===== src/rtl/write_back.sv =====
// Writeback stage: MEM/WB pipeline register, writeback data select, load-data wait
// with upstream stall, and a retired-instruction counter.
module write_back #(
  parameter int DATA_WIDTH  = 32,
  parameter int COUNT_WIDTH = 32
) (
  input  logic                   clock,
  input  logic                   reset,
  input  logic                   mem_valid,
  input  logic [1:0]             mem_wb_ctl,
  input  logic [DATA_WIDTH-1:0]  mem_alu_result,
  input  logic [4:0]             mem_rd,
  input  logic [DATA_WIDTH-1:0]  dmem_rdata,
  input  logic                   dmem_rvalid,
  output logic [4:0]             mem_wb_rd,
  output logic                   mem_wb_regwrite,
  output logic [DATA_WIDTH-1:0]  wb_mux5_writedata,
  output logic                   wb_stall,
  output logic [COUNT_WIDTH-1:0] retire_count
);

  typedef enum logic [0:0] {
    RUN       = 1'b0,
    WAIT_LOAD = 1'b1
  } state_t;

  // WAIT_LOAD is exactly "valid load entry whose data has not arrived yet",
  // so the state register doubles as the inverse of the load-data-captured flag.
  state_t                 state_r;
  logic                   v_r;
  logic                   rw_r;
  logic                   m2r_r;
  logic [4:0]             rd_r;
  logic [DATA_WIDTH-1:0]  alu_r;
  logic [DATA_WIDTH-1:0]  ldata_r;
  logic [COUNT_WIDTH-1:0] cnt_r;
  logic                   retire_s;

  assign retire_s = v_r & (state_r == RUN);

  // Pipeline register, load wait FSM and retire counter.
  always_ff @(posedge clock) begin
    if (reset) begin
      state_r <= RUN;
      v_r     <= 1'b0;
      rw_r    <= 1'b0;
      m2r_r   <= 1'b0;
      rd_r    <= 5'd0;
      alu_r   <= {DATA_WIDTH{1'b0}};
      ldata_r <= {DATA_WIDTH{1'b0}};
      cnt_r   <= {COUNT_WIDTH{1'b0}};
    end else begin
      if (retire_s) begin
        cnt_r <= cnt_r + {{(COUNT_WIDTH-1){1'b0}}, 1'b1};
      end else begin
        cnt_r <= cnt_r;
      end
      case (state_r)
        RUN: begin
          v_r     <= mem_valid;
          rw_r    <= mem_wb_ctl[1];
          m2r_r   <= mem_wb_ctl[0];
          rd_r    <= mem_rd;
          alu_r   <= mem_alu_result;
          ldata_r <= dmem_rdata;
          if (mem_valid && mem_wb_ctl[0] && !dmem_rvalid) begin
            state_r <= WAIT_LOAD;
          end else begin
            state_r <= RUN;
          end
        end
        WAIT_LOAD: begin
          if (dmem_rvalid) begin
            ldata_r <= dmem_rdata;
            state_r <= RUN;
          end else begin
            state_r <= WAIT_LOAD;
          end
        end
        default: begin
          state_r <= RUN;
        end
      endcase
    end
  end

  assign wb_stall          = (state_r == WAIT_LOAD);
  assign mem_wb_regwrite   = v_r & rw_r & (rd_r != 5'd0) & ~wb_stall;
  assign wb_mux5_writedata = m2r_r ? ldata_r : alu_r;
  assign mem_wb_rd         = rd_r;
  assign retire_count      = cnt_r;

endmodule


===== config.mk =====
export PLATFORM = sky130hd
export DESIGN_NAME = write_back
export DESIGN_NICKNAME = d
export VERILOG_FILES = /design/src/rtl/write_back.sv
export SDC_FILE = /design/constraint.sdc
export NUM_CORES = 1
export LEC_CHECK = 0
export ABC_CLOCK_PERIOD_IN_PS = 1700
export CAP_MARGIN = 30
export CORE_MARGIN = 10
export CORE_UTILIZATION = 41
export CTS_CLUSTER_DIAMETER = 120
export CTS_CLUSTER_SIZE = 28
export DETAILED_ROUTE_END_ITERATION = 10
export HOLD_SLACK_MARGIN = 0.02
export PLACE_DENSITY_LB_ADDON = 0.3
export SKIP_CTS_REPAIR_TIMING = 1
export SLEW_MARGIN = 20
export SYNTH_ARGS = -nofsm -noshare
export SYNTH_HDL_FRONTEND = slang
export SYNTH_SLANG_ARGS = --single-unit

===== constraint.sdc =====
create_clock -name clock -period 1.7 [get_ports clock]
set_input_delay 0.17 -clock clock [delete_from_list [all_inputs] [get_ports clock]]
set_output_delay 0.17 -clock clock [all_outputs]
set_load 0.01 [all_outputs]

# Word-level counts from Yosys, hierarchy flattened
# Cells that the tools add are included.
totals:
  register_bits: 105
  in_bits: 75
  output_inout_bits: 71
  elab_cells: 25
op_classes:
  add_sub_neg: 1
  eq_ne: 1
  mux: 6
  bitwise_logic: 5
  reduce_logical: 4
op_table:
  columns: ["cell", "n"]
  rows:
  - ["$mux W32", 2]
  - ["$pmux W32 S2", 1]
  - ["$add A32 B1 Y32 const B", 1]
  - ["$reduce_bool A5 Y1", 1]
  - ["$and A1 B1 Y1", 4]
  - ["$logic_and A1 B1 Y1", 2]
  - ["$mux W1", 2]
  - ["$ne A2 B2 Y1 const B", 1]
  - ["$pmux W1 S2", 1]
  - ["$logic_not A1 Y1", 1]
  - ["$not A1 Y1", 1]

# Logic depth before layout (Yosys ltp)
depth:
  word_depth: 4
  depth_mapped: 7
  depth_no_buf: 5

# Worst setup path after synthesis
# OpenSTA, ideal clock, no wires.
synth_timing:
  path_type: "reg2reg"
  from: "register state_r, in the netlist wb_stall"
  to: "register cnt_r[31], in the netlist retire_count[31]"
  setup_ps: 131
  arrival_ps: 1784
  t_required_ps: 1569
  path_slack_ps: -215
  path_stages_with_launch: 8
  path_buffers: 3
  synth_period_minus_slack_ps: 1915
  path_cell_list: "dfxtp_1 buf_6 nand3b_4 or4_1 clkbuf_2 clkbuf_1 o31ai_1 a21oi_1"
synth_between:
  elab_chain_len: 2
synth_lines:
  columns: ["element", "line_no", "source"]
  rows:
  - ["start, declared", "29", "state_t state_r;"]
  - ["start signal, assigned", "44", "state_r <= RUN;"]
  - ["start signal, assigned", "67", "state_r <= WAIT_LOAD;"]
  - ["start signal, assigned", "69", "state_r <= RUN;"]
  - ["$not A1 Y1", null, null]
  - ["$and A1 B1 Y1", "39", "assign retire_s = v_r & (state_r == RUN);"]
  - ["end signal, assigned", "51", "cnt_r <= {COUNT_WIDTH{1'b0}};"]
  - ["end signal, assigned", "54", "cnt_r <= cnt_r + {{(COUNT_WIDTH-1){1'b0}}, 1'b1};"]
  - ["end signal, assigned", "56", "cnt_r <= cnt_r;"]
  - ["end, declared", "36", "logic [COUNT_WIDTH-1:0] cnt_r;"]
# Every way passes these cells.
# A chain may end at the register's enable or synchronous reset.

# Worst setup path after layout
layout_timing:
  from: "register cnt_r[15], in the netlist retire_count[15]"
  to: "register cnt_r[31], in the netlist retire_count[31]"
layout_between:
  elab_chain_len: 1
layout_lines:
  columns: ["element", "line_no"]
  rows:
  - ["$add A32 B1 Y32", "54"]
# Every way passes these cells.

==> impl_metrics.py <==
metrics = {
    "worst_setup_path": {
        "reg2reg_depth": 5,
        "slowest_stage": "or4_4",
        "crit_path_end_kind": "register",
        "startpoint": "retire_count[15]$_SDFFE_PP0P_",
        "critPathMaxStageDelay_ns": 0.53,
        "cp-start-kind": "register",
        "cp_max_fo": 9,
        "rrSetupSlack_ns": -0.15,
        "worstSetupPathType": "register to register",
        "r2r_end": "retire_count[31]$_SDFFE_PP0P_",
        "path_cells": "nand4_1 -> or4_4 -> buf_6 -> or4_1 -> a21oi_1",
        "r2r_start": "retire_count[15]$_SDFFE_PP0P_",
        "worst_ep_arrival_time_ns": 2.14,
        "cp.required_ns": 1.99,
    },
    "placement": {
        "detailed_place.area_um2": 6340,
        "io_buffers": 145,
        "placed_cells": 781,
        "hpwl_um": 9570,
        "place.gp.congestion": 0.838,
    },
    "final_layout": {
        "drive_gt1_frac": 0.219,
        "diodes": 0,
        "multiInputGateArea_um2": 2240,
        "final_cell_area_um2": 6830,
        "fillers": 865,
        "syn_to_final_growth_pct": 54.4,
        "stdcell_count": 806,
        "final_nets": 742,
        "register_area_um2": 2140,
    },
    "power_and_ir_drop": {
        "finalPower_mw": 4.81,
        "ir_drop_mv": 0.507,
        "power_density_nw_per_um2": 704,
        "p_leak_nw": 3.01,
    },
    "cts": {
        "cts_buffers": 9,
        "clock-sinks": 105,
        "clk_latency_ns": 0.36,
        "cts_htree_levels": 3,
        "root_buffer": "clkbuf_8",
        "clk_path_buf_depth": 2,
        "path_clk_slew_ns": 0.10,
        "cts_tree": "done",
    },
    "synth": {
        "yosysUniqueCellTypes": 31,
        "synth_ff_type": "dfxtp_1",
        "synth_seq_cells": 105,
        "synth_top_cell_area_share": 0.476,
        "syn_avg_cell_area_um2": 9.06,
        "synth.top_cells.by_count": "dfxtp_1, nand2_1, a21oi_1, nor2_1, mux2i_1",
        "synth_area_leaders": "dfxtp_1, mux2i_1, mux2_2, nand2_1, a21oi_1",
        "synth.most_common_cell": "dfxtp_1",
        "netlist.top_cell.by_area": "dfxtp_1",
        "synthesis.area_um2": 4420,
        "synth_edf_count": 0,
        "syn_inst": 488,
        "async_flop_share": 0,
        "synth_nets": 564,
        "yosysWarningCount": 0,
        "seq_area_frac_synth": 0.476,
    },
    "die": {
        "core_um2": 10400,
        "fp.dieW_um": 124,
        "num_io_pins": 146,
        "row_count": 37,
        "start_util": 0.424,
        "die-height_um": 124,
        "dieArea_um2": 15300,
    },
    "global_route": {
        "grt_pass1_vias": 4200,
        "grt_pass1_wl_um": 20100,
        "antenna_found_initial": 0,
        "grt_max_degree": 51,
        "grt_overflow": 0,
        "grt_usage": 0.162,
    },
    "detailed_routing": {
        "drtIter0Drc": 194,
        "firstDrtPassIters": 4,
        "via_count": 4193,
        "finalWirelength_um": 13600,
        "detail-route-antenna-nets": 0,
        "drc": 0,
        "wl_per_cell_um": 16.9,
        "via_per_inst": 5.20,
    },
    "sta": {
        "rsz0062_at_grt": "true",
        "relSlewSlack": 0.704,
        "period_minus_slack_ns": 1.85,
        "slew_violations": 0,
        "worstMarginPinSlew_ns": 0.445,
        "skew_ns": 0.0127,
        "fmax_mhz": 542,
        "hold_violations": 0,
        "fin_crit_sh": 1.09,
        "setup_slack_ns": -0.146,
        "setup_viol": 16,
    },
    "outcome": {
        "violations": "setup timing",
        "status": "finished, violations left",
    },
    "flow_run": {
        "maxCapViolCount": 0,
    },
    "hold_path": {
        "holdCritPathClass": "primary input to register",
        "holdPathEnd": "rw_r$_SDFFE_PP0N_",
        "min_from": "reset",
        "whs_path_depth": 2,
    },
}
## state kept, by name, indices dropped and copies added (netlist names)
signal        flops
v_r               1
alu_r            32
wb_stall          1
ldata_r          32
mem_wb_rd         5
retire_count     32
rw_r              1
m2r_r             1
## final cells by class
class,count,area share
Clock buffer,11,0.0224
Clock inverter,4,0.00495
Inverter,6,0.00330
Multi-Input combinational cell,341,0.329
Sequential cell,105,0.314
Tap cell,136,0.0249
Timing Repair Buffer,203,0.302
## placed cells by master (no fill, tap or decap), drive strengths merged, types with 15 or more instances in the layout
| master | count |
|---|---|
| dlymetal6s2s | 32 |
| mux2i | 41 |
| clkdlybuf4s50 | 110 |
| a21oi | 53 |
| buf | 60 |
| nand2 | 74 |
| mux2 | 32 |
| or4 | 15 |
| dfxtp | 105 |
| nor2 | 52 |
## critical path: cells and delay by family (launching register included)
family / cells / cell delay (ns)
AOI/OAI and AO/OA: 1 / 0.12
buffers and inverters: 1 / 0.16
DFF: 1 / 0.36
and+or+nand+nor: 3 / 1.14
## metrics by stage
step                setup slack [ns]  setup TNS, ns  hold slack (ns)   util
finish                        -0.146          -1.72            0.240  0.655
CTS                           -0.357         -12.94            0.217  0.626
global placement              -0.138          -1.25            0.435  0.609
floorplan                    -0.0764         -0.767            0.242      -
detailed placement            -0.178          -1.72            0.442  0.609
global route                  -0.219          -3.01            0.234  0.655
## routing by layer
layer | GRT usage | vias to the layer above | routed length (um) | share of wire
met5 | 0 | - | 0 | 0
met4 | 0.0269 | 0 | 131 | 0.0096
met3 | 0.0633 | 13 | 1200 | 0.088
met2 | 0.290 | 131 | 6740 | 0.50
met1 | 0.179 | 1998 | 5520 | 0.41
li1 | - | 2051 | - | -
## where the power goes
part	internal, mW	switching [mW]	leakage [nW]	total, mW
clock	0.630	0.863	0.0915	1.49
sequential	2.56	0.0581	0.876	2.62
combinational	0.422	0.277	2.04	0.699
total	3.61	1.20	3.01	4.81
## cell families (layout without fill, tap and decap cells)
logic type,count (synthesis),count (layout),synth area share
multiplexers,73,73,0.174
buffers and inverters,42,224,0.0376
XOR/XNOR,11,11,0.0218
AND/OR/NAND/NOR,182,182,0.196
flip-flops,105,105,0.476
adder cells (fa/ha/maj),1,1,0.00283
AO/OA/AOI/OAI,74,74,0.0923
## worst max path at each step
stage,endpoint,slack (ns),cells past startpoint
3_3_place_gp,retire_count[31]$_SDFFE_PP0P_,-0.14,5
4_1_cts,mem_wb_regwrite,-0.36,3
5_1_grt,retire_count[23]$_SDFFE_PP0P_,-0.22,5
3_5_place_dp,retire_count[15]$_SDFFE_PP0P_,-0.18,6
2_1_floorplan,retire_count[26]$_SDFFE_PP0P_,-0.08,5
6_report,retire_count[31]$_SDFFE_PP0P_,-0.15,5
Power figures use the tool's default switching activity.
